===== src/rtl/writeback_unit_if.sv =====
`default_nettype none
// ============================================================================
//  Module      : writeback_unit_if
//  Description : Bundle of ALU result, load issue/return, decode query and
//                register-file write signals around the writeback unit.
//  Revision    : 1.0 - initial release
// ============================================================================
interface writeback_unit_if;
    // ALU result channel
    logic        alu_valid;
    logic [4:0]  alu_rd;
    logic [31:0] alu_data;
    logic        alu_ready;
    // Load issue notification from decode
    logic        ld_issue;
    logic [4:0]  ld_issue_rd;
    // Load return channel
    logic        ld_valid;
    logic [4:0]  ld_rd;
    logic [2:0]  ld_funct3;
    logic [1:0]  ld_addr;
    logic [31:0] ld_rdata;
    logic        ld_ready;
    // Decode hazard query
    logic [4:0]  rs1;
    logic [4:0]  rs2;
    logic [4:0]  rd_q;
    logic        hazard;
    logic [31:0] busy;
    // Register-file write port
    logic        wb_write;
    logic [4:0]  wb_rd;
    logic [31:0] wb_data;

    // Pipeline / memory side that drives requests and consumes writes
    modport master (
        output alu_valid, alu_rd, alu_data,
        output ld_issue, ld_issue_rd,
        output ld_valid, ld_rd, ld_funct3, ld_addr, ld_rdata,
        output rs1, rs2, rd_q,
        input  alu_ready, ld_ready, hazard, busy,
        input  wb_write, wb_rd, wb_data
    );

    // Writeback unit side
    modport slave (
        input  alu_valid, alu_rd, alu_data,
        input  ld_issue, ld_issue_rd,
        input  ld_valid, ld_rd, ld_funct3, ld_addr, ld_rdata,
        input  rs1, rs2, rd_q,
        output alu_ready, ld_ready, hazard, busy,
        output wb_write, wb_rd, wb_data
    );
endinterface
`default_nettype wire


===== src/rtl/writeback_unit.sv =====
`default_nettype none
// ============================================================================
//  Module      : writeback_unit
//  Description : Merges ALU results and aligned load returns into a single
//                register-file write port. Loads are buffered in a 2-entry
//                FIFO and take priority over the ALU. A busy mask tracks
//                outstanding loads and raises a decode hazard.
//  Revision    : 1.0 - initial release
// ============================================================================
module writeback_unit (
    input  wire logic         clk,
    input  wire logic         rst,
    writeback_unit_if.slave   bus
);

    localparam logic [1:0] c_FIFO_FULL  = 2'd2;
    localparam logic [1:0] c_FIFO_EMPTY = 2'd0;

    // FIFO storage and bookkeeping
    logic [4:0]  r_fifo_rd   [0:1];
    logic [31:0] r_fifo_data [0:1];
    logic        r_rd_ptr;
    logic        r_wr_ptr;
    logic [1:0]  r_count;

    // Writeback and scoreboard state
    logic        r_wb_write;
    logic [4:0]  r_wb_rd;
    logic [31:0] r_wb_data;
    logic [31:0] r_busy;

    logic        w_full;
    logic        w_empty;
    logic        w_push;
    logic        w_pop;
    logic        w_alu_acc;
    logic [4:0]  w_head_rd;
    logic [31:0] w_head_data;
    logic [7:0]  w_ld_byte;
    logic [15:0] w_ld_half;
    logic [31:0] w_ld_aligned;
    logic [31:0] w_busy_next;
    logic [31:0] w_busy_masked;

    assign w_full      = (r_count == c_FIFO_FULL);
    assign w_empty     = (r_count == c_FIFO_EMPTY);
    assign w_head_rd   = r_fifo_rd[r_rd_ptr];
    assign w_head_data = r_fifo_data[r_rd_ptr];

    // Ready outputs are forced low while reset is held
    assign bus.ld_ready  = rst & ~w_full;
    assign bus.alu_ready = rst & w_empty;

    // Queued loads always win the write port; the ALU only gets it when empty
    assign w_push    = bus.ld_valid & bus.ld_ready;
    assign w_pop     = rst & ~w_empty;
    assign w_alu_acc = bus.alu_valid & bus.alu_ready;

    // Align and extend the returned memory word according to the load type
    always_comb begin
        w_ld_byte    = bus.ld_rdata[7:0];
        w_ld_half    = bus.ld_addr[1] ? bus.ld_rdata[31:16] : bus.ld_rdata[15:0];
        w_ld_aligned = bus.ld_rdata;
        case (bus.ld_addr)
            2'd0:    w_ld_byte = bus.ld_rdata[7:0];
            2'd1:    w_ld_byte = bus.ld_rdata[15:8];
            2'd2:    w_ld_byte = bus.ld_rdata[23:16];
            default: w_ld_byte = bus.ld_rdata[31:24];
        endcase
        case (bus.ld_funct3)
            3'b000:  w_ld_aligned = {{24{w_ld_byte[7]}}, w_ld_byte};
            3'b001:  w_ld_aligned = {{16{w_ld_half[15]}}, w_ld_half};
            3'b100:  w_ld_aligned = {24'd0, w_ld_byte};
            3'b101:  w_ld_aligned = {16'd0, w_ld_half};
            default: w_ld_aligned = bus.ld_rdata;
        endcase
    end

    // FIFO pointers and occupancy; push and pop in one cycle leave count as is
    always_ff @(posedge clk) begin
        if (!rst) begin
            r_rd_ptr <= 1'b0;
            r_wr_ptr <= 1'b0;
            r_count  <= c_FIFO_EMPTY;
        end else begin
            if (w_push) begin
                r_wr_ptr <= ~r_wr_ptr;
            end
            if (w_pop) begin
                r_rd_ptr <= ~r_rd_ptr;
            end
            case ({w_push, w_pop})
                2'b10:   r_count <= r_count + 2'd1;
                2'b01:   r_count <= r_count - 2'd1;
                default: r_count <= r_count;
            endcase
        end
    end

    // FIFO payload storage; contents are don't-care while the slot is free
    always_ff @(posedge clk) begin
        if (w_push) begin
            r_fifo_rd[r_wr_ptr]   <= bus.ld_rd;
            r_fifo_data[r_wr_ptr] <= w_ld_aligned;
        end
    end

    // Registered write port; x0 targets update index/data but never write
    always_ff @(posedge clk) begin
        if (!rst) begin
            r_wb_write <= 1'b0;
            r_wb_rd    <= 5'd0;
            r_wb_data  <= 32'd0;
        end else if (w_pop) begin
            r_wb_write <= (w_head_rd != 5'd0);
            r_wb_rd    <= w_head_rd;
            r_wb_data  <= w_head_data;
        end else if (w_alu_acc) begin
            r_wb_write <= (bus.alu_rd != 5'd0);
            r_wb_rd    <= bus.alu_rd;
            r_wb_data  <= bus.alu_data;
        end else begin
            r_wb_write <= 1'b0;
        end
    end

    // Next busy mask: clear on pop first so a same-index issue wins
    always_comb begin
        w_busy_next = r_busy;
        if (w_pop && (w_head_rd != 5'd0)) begin
            w_busy_next[w_head_rd] = 1'b0;
        end
        if (bus.ld_issue && (bus.ld_issue_rd != 5'd0)) begin
            w_busy_next[bus.ld_issue_rd] = 1'b1;
        end
    end

    // Outstanding-load mask register
    always_ff @(posedge clk) begin
        if (!rst) begin
            r_busy <= 32'd0;
        end else begin
            r_busy <= w_busy_next;
        end
    end

    // x0 never reports as busy; hazard is silenced during reset
    assign w_busy_masked = {r_busy[31:1], 1'b0};
    assign bus.hazard    = rst & (w_busy_masked[bus.rs1] |
                                  w_busy_masked[bus.rs2] |
                                  w_busy_masked[bus.rd_q]);
    assign bus.busy      = r_busy;
    assign bus.wb_write  = r_wb_write;
    assign bus.wb_rd     = r_wb_rd;
    assign bus.wb_data   = r_wb_data;

endmodule
`default_nettype wire

===== src/flat_wrapper.sv =====
// flat-port wrapper written by rule: the top's interface ports become plain ports
module writeback_unit_flat 
  (clk, rst, bus_alu_valid, bus_alu_rd, bus_alu_data, bus_ld_issue, bus_ld_issue_rd, bus_ld_valid, bus_ld_rd, bus_ld_funct3, bus_ld_addr, bus_ld_rdata, bus_rs1, bus_rs2, bus_rd_q, bus_alu_ready, bus_ld_ready, bus_hazard, bus_busy, bus_wb_write, bus_wb_rd, bus_wb_data);
  writeback_unit_if bus_i ();
  input  wire logic clk;
  input  wire logic rst;
  input wire logic [$bits(bus_i.alu_valid)-1:0] bus_alu_valid;
  input wire logic [$bits(bus_i.alu_rd)-1:0] bus_alu_rd;
  input wire logic [$bits(bus_i.alu_data)-1:0] bus_alu_data;
  input wire logic [$bits(bus_i.ld_issue)-1:0] bus_ld_issue;
  input wire logic [$bits(bus_i.ld_issue_rd)-1:0] bus_ld_issue_rd;
  input wire logic [$bits(bus_i.ld_valid)-1:0] bus_ld_valid;
  input wire logic [$bits(bus_i.ld_rd)-1:0] bus_ld_rd;
  input wire logic [$bits(bus_i.ld_funct3)-1:0] bus_ld_funct3;
  input wire logic [$bits(bus_i.ld_addr)-1:0] bus_ld_addr;
  input wire logic [$bits(bus_i.ld_rdata)-1:0] bus_ld_rdata;
  input wire logic [$bits(bus_i.rs1)-1:0] bus_rs1;
  input wire logic [$bits(bus_i.rs2)-1:0] bus_rs2;
  input wire logic [$bits(bus_i.rd_q)-1:0] bus_rd_q;
  output wire logic [$bits(bus_i.alu_ready)-1:0] bus_alu_ready;
  output wire logic [$bits(bus_i.ld_ready)-1:0] bus_ld_ready;
  output wire logic [$bits(bus_i.hazard)-1:0] bus_hazard;
  output wire logic [$bits(bus_i.busy)-1:0] bus_busy;
  output wire logic [$bits(bus_i.wb_write)-1:0] bus_wb_write;
  output wire logic [$bits(bus_i.wb_rd)-1:0] bus_wb_rd;
  output wire logic [$bits(bus_i.wb_data)-1:0] bus_wb_data;
  assign bus_i.alu_valid = bus_alu_valid;
  assign bus_i.alu_rd = bus_alu_rd;
  assign bus_i.alu_data = bus_alu_data;
  assign bus_i.ld_issue = bus_ld_issue;
  assign bus_i.ld_issue_rd = bus_ld_issue_rd;
  assign bus_i.ld_valid = bus_ld_valid;
  assign bus_i.ld_rd = bus_ld_rd;
  assign bus_i.ld_funct3 = bus_ld_funct3;
  assign bus_i.ld_addr = bus_ld_addr;
  assign bus_i.ld_rdata = bus_ld_rdata;
  assign bus_i.rs1 = bus_rs1;
  assign bus_i.rs2 = bus_rs2;
  assign bus_i.rd_q = bus_rd_q;
  assign bus_alu_ready = bus_i.alu_ready;
  assign bus_ld_ready = bus_i.ld_ready;
  assign bus_hazard = bus_i.hazard;
  assign bus_busy = bus_i.busy;
  assign bus_wb_write = bus_i.wb_write;
  assign bus_wb_rd = bus_i.wb_rd;
  assign bus_wb_data = bus_i.wb_data;
  writeback_unit u_core (.clk(clk), .rst(rst), .bus(bus_i));
endmodule

===== config.mk =====
export PLATFORM = sky130hd
export DESIGN_NAME = writeback_unit_flat
export DESIGN_NICKNAME = d
export VERILOG_FILES = /design/src/rtl/writeback_unit_if.sv /design/src/rtl/writeback_unit.sv /design/src/flat_wrapper.sv
export SDC_FILE = /design/constraint.sdc
export NUM_CORES = 1
export LEC_CHECK = 0
export BUFFER_PORTS_ARGS = -buffer_cell sky130_fd_sc_hd__buf_2
export CORE_AREA = 4 4 142 213
export CTS_BUF_LIST = sky130_fd_sc_hd__clkbuf_4
export CTS_CLUSTER_DIAMETER = 50
export DETAILED_ROUTE_END_ITERATION = 12
export DIE_AREA = 0 0 146 217
export MAX_ROUTING_LAYER = met4
export PLACE_DENSITY = 0.47
export SLEW_MARGIN = 20
export SYNTH_ARGS = -nofsm -noshare
export SYNTH_HDL_FRONTEND = slang
export SYNTH_SLANG_ARGS = --single-unit

===== constraint.sdc =====
create_clock -name clk -period 2.58 [get_ports clk]
set_input_delay 0.387 -clock clk [delete_from_list [all_inputs] [get_ports clk]]
set_output_delay 0.387 -clock clk [all_outputs]
set_load 0.02 [all_outputs]

==> results of run 1 <==
## cell usage in the layout (no fill, tap or decap), types with 3 or more instances in the layout
master / count
mux4_2: 16
buf_12: 4
a22oi_1: 7
inv_8: 3
inv_1: 7
edfxtp_1: 74
nand2_1: 91
nand3_1: 3
mux2i_1: 46
dfxtp_4: 4
o21ai_0: 39
mux4_1: 5
clkinv_4: 3
nor2_1: 23
a221o_1: 7
nor2_4: 3
clkinvlp_4: 3
buf_6: 4
o31ai_1: 3
nor2b_1: 41
dlygate4sd3_1: 6
a2111oi_2: 3
a211oi_1: 70
buf_4: 16
dfxtp_1: 59
a21oi_1: 38
clkbuf_4: 17
nand2b_1: 7
nor3_1: 3
buf_2: 175
mux2_2: 13
dfxtp_2: 12
xnor2_1: 3
## final timing paths
check,from,to,slack (ps),cells after the start
hold / removal,bus_ld_rdata[16],u_core.r_fifo_data[0][16]$_DFFE_PP_,120,3
setup reg to reg,u_core.r_count[0]$_SDFFE_PN0P_,u_core.r_count[1]$_SDFFE_PN0P_,630,6
setup / recovery,u_core.bus.busy[11]$_SDFF_PN0_,bus_hazard,-40,6
hold reg to reg,u_core.bus.busy[0]$_SDFF_PN0_,u_core.bus.busy[0]$_SDFF_PN0_,480,1
## report_power, final
group          internal, mW  total [mW]  switching [mW]
sequential             2.87        3.06           0.186
combinational         0.771        2.20            1.43
clock                 0.498        1.43           0.936
total                  4.14        6.69            2.55
## cell type report
type	instances	area, µm²	area share
Antenna cell	2	5.00	0.000554
Clock buffer	17	128	0.0141
Clock inverter	15	144	0.0159
Inverter	9	33.8	0.00374
Multi-Input combinational cell	457	3360	0.371
Sequential cell	149	3750	0.415
Tap cell	351	439	0.0486
Timing Repair Buffer	205	1180	0.131
## sequential cells by signal (all words and copies together) (netlist names), named ones only
| name | flops |
|---|---|
| u_core.r_rd_ptr | 1 |
| u_core.bus.wb_data | 32 |
| u_core.r_wr_ptr | 1 |
| u_core.r_count | 2 |
| u_core.r_fifo_rd | 10 |
| u_core.bus.busy | 32 |
| u_core.r_fifo_data | 64 |
| u_core.bus.wb_write | 1 |
| u_core.bus.wb_rd | 5 |
## metal layers
layer | vias up | GRT usage
met5 | - | -
met2 | 184 | 0.264
met3 | 40 | 0.0306
met1 | 2851 | 0.161
li1 | 2855 | -
met4 | 0 | 0.0631
## through the flow
stage          utilization  area, µm²  power, mW
6_report             0.318       9040       6.69
3_5_place_dp         0.301       8570       5.36
5_1_grt              0.318       9040       7.12
3_3_place_gp         0.301       8570       5.35
4_1_cts              0.316       8980       6.84
2_1_floorplan            -       7310       4.51
## worst max-delay path, cell delays in order (launching register included)
cell and delay (ps):
dfxtp_4 400, mux4_2 460, nand3b_1 100, nand2_2 70, nor4_4 280, a41oi_2 140
buf_4 190
## what timing repair did
item	in CTS	in global routing
endpoints found under the hold margin	11	0
setup endpoints to repair	1	1
setup buffers	1	3
gates resized for setup	23	17
pin swaps	5	5
hold buffers	6	0
## cells by family (layout without fill, tap and decap cells)
logic type	after synthesis	after routing	share of synthesized area
and+or+nand+nor	191	191	0.125
AOI/OAI and AO/OA	179	179	0.161
DFF	149	149	0.509
muxes	82	82	0.154
buffers and inverters	58	246	0.0433
xor gates and xnor gates	4	4	0.00479
adders and majority gates	1	1	0.00171
other	0	2	0
==> results.json, run 1 <==
{
  "outcome": "finished with violations",
  "violations": "negative setup slack",
  "worstPathMaxFanout": 5,
  "firstDrtPassIters": 5,
  "dieArea_um2": 31700,
  "clk_latency_ps": 590,
  "gp_congestion": 0.878,
  "hpwl_um": 17100,
  "tightestPinTransition_ps": 796,
  "rows": 76,
  "cts-root-buf": "clkbuf_4",
  "synth_fp_nets": 769,
  "cts_tree": "built",
  "num-nets-final": 944,
  "syn_inst": 664,
  "slew_headroom": 0.468,
  "dr.max_layer_used": "met4",
  "core_um2": 28400,
  "slew_viol_final": 0,
  "ys_top_cells_by_count": "nand2_1, dfxtp_1, edfxtp_1, a211oi_1, mux2i_1",
  "ys_seq_elements": 149,
  "cts_max_level": 4,
  "die_y_um": 217,
  "synth-async-reset-ratio": 0,
  "fin_ws_ps": -43.9,
  "routed_wl_um": 23000,
  "viasPerCell": 4.92,
  "synth_area_leaders": "edfxtp_1, dfxtp_1, a211oi_1",
  "min_period_ps": 2620,
  "hold_viol": 0,
  "dr_total_vias": 5930,
  "cp.arrival_ps": 2240,
  "dp.cells": 1162,
  "wl_per_cell_um": 19.1,
  "timing.fmax_mhz": 381,
  "cap_viol_max_count": 0,
  "synthFlopType": "dfxtp_1",
  "grt_setup_unrepaired": "true",
  "powerDensity_nw_per_um2": 740,
  "clockBufferDepth": 2,
  "yosys.area.top_type": "edfxtp_1",
  "final_cells": 1205,
  "dr_wl_met2_um": 12200,
  "route.antenna.remaining_nets": 0,
  "ioPinCount": 177,
  "yosys_warnings": 0,
  "seq_area_frac_synth": 0.509,
  "drcViolationCount": 0,
  "synth_area_per_cell_um2": 11.0,
  "synthMostInstantiatedCell": "nand2_1",
  "drt_iter0_markers": 288,
  "fill_cells": 2964,
  "post-place-ws_ps": 205,
  "antenna_found_initial": 2,
  "io_buffers": 176,
  "grt_pass1_wl_um": 35100,
  "synthDistinctLibCells": 58,
  "wl_met3_um": 1120,
  "syn_to_final_growth_pct": 23.7,
  "critPathRequiredTime_ps": 2190,
  "setup-violations-final": 1,
  "crit_path_end_kind": "primary output",
  "drive_gt1_frac": 0.347,
  "wl_met1_um": 9050,
  "syn_area_um2": 7310,
  "finalClockSkew_ps": 17.3,
  "overflow": 0,
  "hold_path_class": "input port to flop",
  "grt_pass1_vias": 6071,
  "cts_buffers": 17,
  "grt_max_degree": 65,
  "die_x_um": 146,
  "clkTransAtPathRegs_ps": 150,
  "p_leak_nw": 3.56,
  "initial_utilization": 0.257,
  "ir_drop_uv": 430,
  "grt_util_all_layers": 0.148,
  "hold_slack_ps": 120,
  "cts.sinks": 149,
  "crit_path_start_kind": "flop",
  "min_period_over_period": 1.02,
  "setup_tns_ps": -43.9,
  "criticalPathCategory": "flop to primary output",
  "synth_edf_count": 74,
  "synth_top_area_frac": 0.304
}
No activity file was read; power rests on OpenSTA's default activity.
==> inputs of run 2 (changes only) <==
--- a/config.mk
+++ b/config.mk
@@ -12,8 +12,7 @@
 export DETAILED_ROUTE_END_ITERATION = 12
 export DIE_AREA = 0 0 146 217
 export MAX_ROUTING_LAYER = met4
-export PLACE_DENSITY = 0.47
-export SLEW_MARGIN = 20
+export SLEW_MARGIN = 0
 export SYNTH_ARGS = -nofsm -noshare
 export SYNTH_HDL_FRONTEND = slang
 export SYNTH_SLANG_ARGS = --single-unit
==> run 2 against run 1 <==
The run still ends with negative setup slack left. Cell count fell by 0.66%. Fmax barely moved. Sequential power barely moved. Clock power barely moved. Global-route usage fell by 0.45 points. Cell area fell by 1.4%. Via count fell by 0.40%. Count of clock-buffer cells in the layout rose by 3. Critical endpoint unchanged.
==> results.json, run 2 (synthesis results as in run 1) <==
{
  "multi_input_area_um2": 3320,
  "rows": 76,
  "slew_headroom": 0.449,
  "syn_to_final_growth_pct": 22.0,
  "cpMaxStageDelayCell": "mux4_2",
  "antenna_found_initial": 1,
  "setup-violations-final": 1,
  "crit_path_end_kind": "primary output",
  "ioPinCount": 177,
  "timing.fmax_mhz": 381,
  "cts_buffers": 17,
  "min_period_over_period": 1.02,
  "path_buf_inv": 1,
  "p_leak_nw": 3.53,
  "final_common_cell": "buf_2",
  "gp_congestion": 0.930,
  "cp_cell_sequence": "mux4_2 -> nor2_1 -> a2111oi_2 -> nor4_2 -> a41oi_1 -> buf_4",
  "viasPerCell": 4.93,
  "cts_tree": "built",
  "grt_util_all_layers": 0.144,
  "min_to": "u_core.bus.busy[0]$_SDFF_PN0_",
  "hpwl_um": 17100,
  "crit_family": "multiplexers",
  "worstPathMaxFanout": 5,
  "r2r-end": "u_core.bus.busy[6]$_SDFF_PN0_",
  "route.antenna.remaining_nets": 0,
  "drt_iter0_markers": 303,
  "fill_cells": 2902,
  "cts.sinks": 149,
  "io_buffers": 176,
  "drcViolationCount": 0,
  "violations": "negative setup slack",
  "core_um2": 28400,
  "min_period_ps": 2620,
  "critPathRequiredTime_ps": 2190,
  "die_y_um": 217,
  "dr_total_vias": 5906,
  "regArea_um2": 3740,
  "hold_viol": 0,
  "largest-register": "u_core.r_fifo_data",
  "cap_viol_max_count": 0,
  "crit_path_start_kind": "flop",
  "initial_utilization": 0.257,
  "min_path_cells": 2,
  "reg2reg_depth": 5,
  "ir_drop_uv": 301,
  "setup_tns_ps": -42.8,
  "slew_viol_final": 0,
  "grt_setup_unrepaired": "true",
  "overflow": 0,
  "grt_max_degree": 66,
  "wl_per_cell_um": 18.8,
  "largest_reg_flops": 64,
  "finalClockSkew_ps": 18.6,
  "r2r_slack_ps": 520,
  "tightestPinTransition_ps": 825,
  "cp_slowest_stage_delay_ps": 470,
  "grt_pass1_vias": 5997,
  "num-nets-final": 937,
  "clk_latency_ps": 560,
  "grt_pass1_wl_um": 34100,
  "layout_common_cells": "buf_2, nand2_1, edfxtp_1, a211oi_1, dfxtp_1",
  "die_x_um": 146,
  "dieArea_um2": 31700,
  "fin_ws_ps": -42.8,
  "hold_path_class": "input port to flop",
  "cp.arrival_ps": 2240,
  "cts_max_level": 4,
  "criticalPathCategory": "flop to primary output",
  "firstDrtPassIters": 5,
  "cts-root-buf": "clkbuf_4",
  "powerDensity_nw_per_um2": 762,
  "drive_gt1_frac": 0.335,
  "outcome": "finished with violations",
  "clkTransAtPathRegs_ps": 130,
  "clockBufferDepth": 2,
  "min_from": "rst",
  "routed_wl_um": 22500,
  "post-route-util": 0.314
}
[run 2: cell types whose count changed in the layout (fill, tap and decap cells not counted), sizes merged]
cell,previous run,this run
diode,2,1
inv,15,13
clkbuf,17,20
bufinv,1,2
clkinvlp,3,1
buf,199,193
dlygate4sd3,6,5
[run 2: through the flow]
stage	setup WS [ps]	power (mW)	cells	hold WS, ps	cell area (µm²)
after global routing	-192	7.21	1197	6.57	8920
after global placement	177	5.42	1158	446	8530
after floorplan	-592	4.51	664	481	7310
after detailed placement	139	5.43	1158	450	8530
after CTS	-131	6.94	1196	1.70	8910
final	-42.8	6.80	1197	83.3	8920
[run 2: layer usage]
| layer | track usage | part of all wire |
|---|---|---|
| met5 | - | 0 |
| met2 | 0.265 | 0.54 |
| met3 | 0.0287 | 0.058 |
| met1 | 0.152 | 0.38 |
| met4 | 0.0524 | 0.022 |
[run 2: how the worst max path moves through the flow]
stage                                              start                                  to  slack (ps)  cells past startpoint
after global routing       u_core.bus.busy[1]$_SDFF_PN0_                          bus_hazard        -190                      6
after detailed placement                      bus_rs2[0]                          bus_hazard         140                      7
after CTS                  u_core.bus.busy[6]$_SDFF_PN0_                          bus_hazard        -130                      6
after floorplan           u_core.r_count[0]$_SDFFE_PN0P_  u_core.r_fifo_data[0][0]$_DFFE_PP_        -590                      5
final                      u_core.bus.busy[8]$_SDFF_PN0_                          bus_hazard         -40                      6
after global placement                        bus_rs2[0]                          bus_hazard         180                      7
[run 2: cell type report]
class                           instances  share of cell area
Sequential cell                       149               0.419
Multi-Input combinational cell        457               0.373
Timing Repair Buffer                  198               0.123
Tap cell                              351              0.0492
Clock buffer                           20              0.0168
Clock inverter                         12              0.0146
Inverter                                9             0.00379
Antenna cell                            1            0.000281
[run 2: power by group]
group	total, mW	leakage [nW]	internal, mW	switching (mW)
Sequential	3.09	1.31	2.88	0.209
Combinational	2.25	2.06	0.811	1.44
Clock	1.46	0.158	0.612	0.851
Total	6.80	3.53	4.30	2.50
[run 2: repair_timing]
item                                    in CTS  in global routing
hold buffers                                 5                  0
endpoints found under the setup margin       1                  1
endpoints found under the hold margin       10                  0
setup buffers                                1                  0
resized for setup                           17                  3
pin swaps                                    4                  0
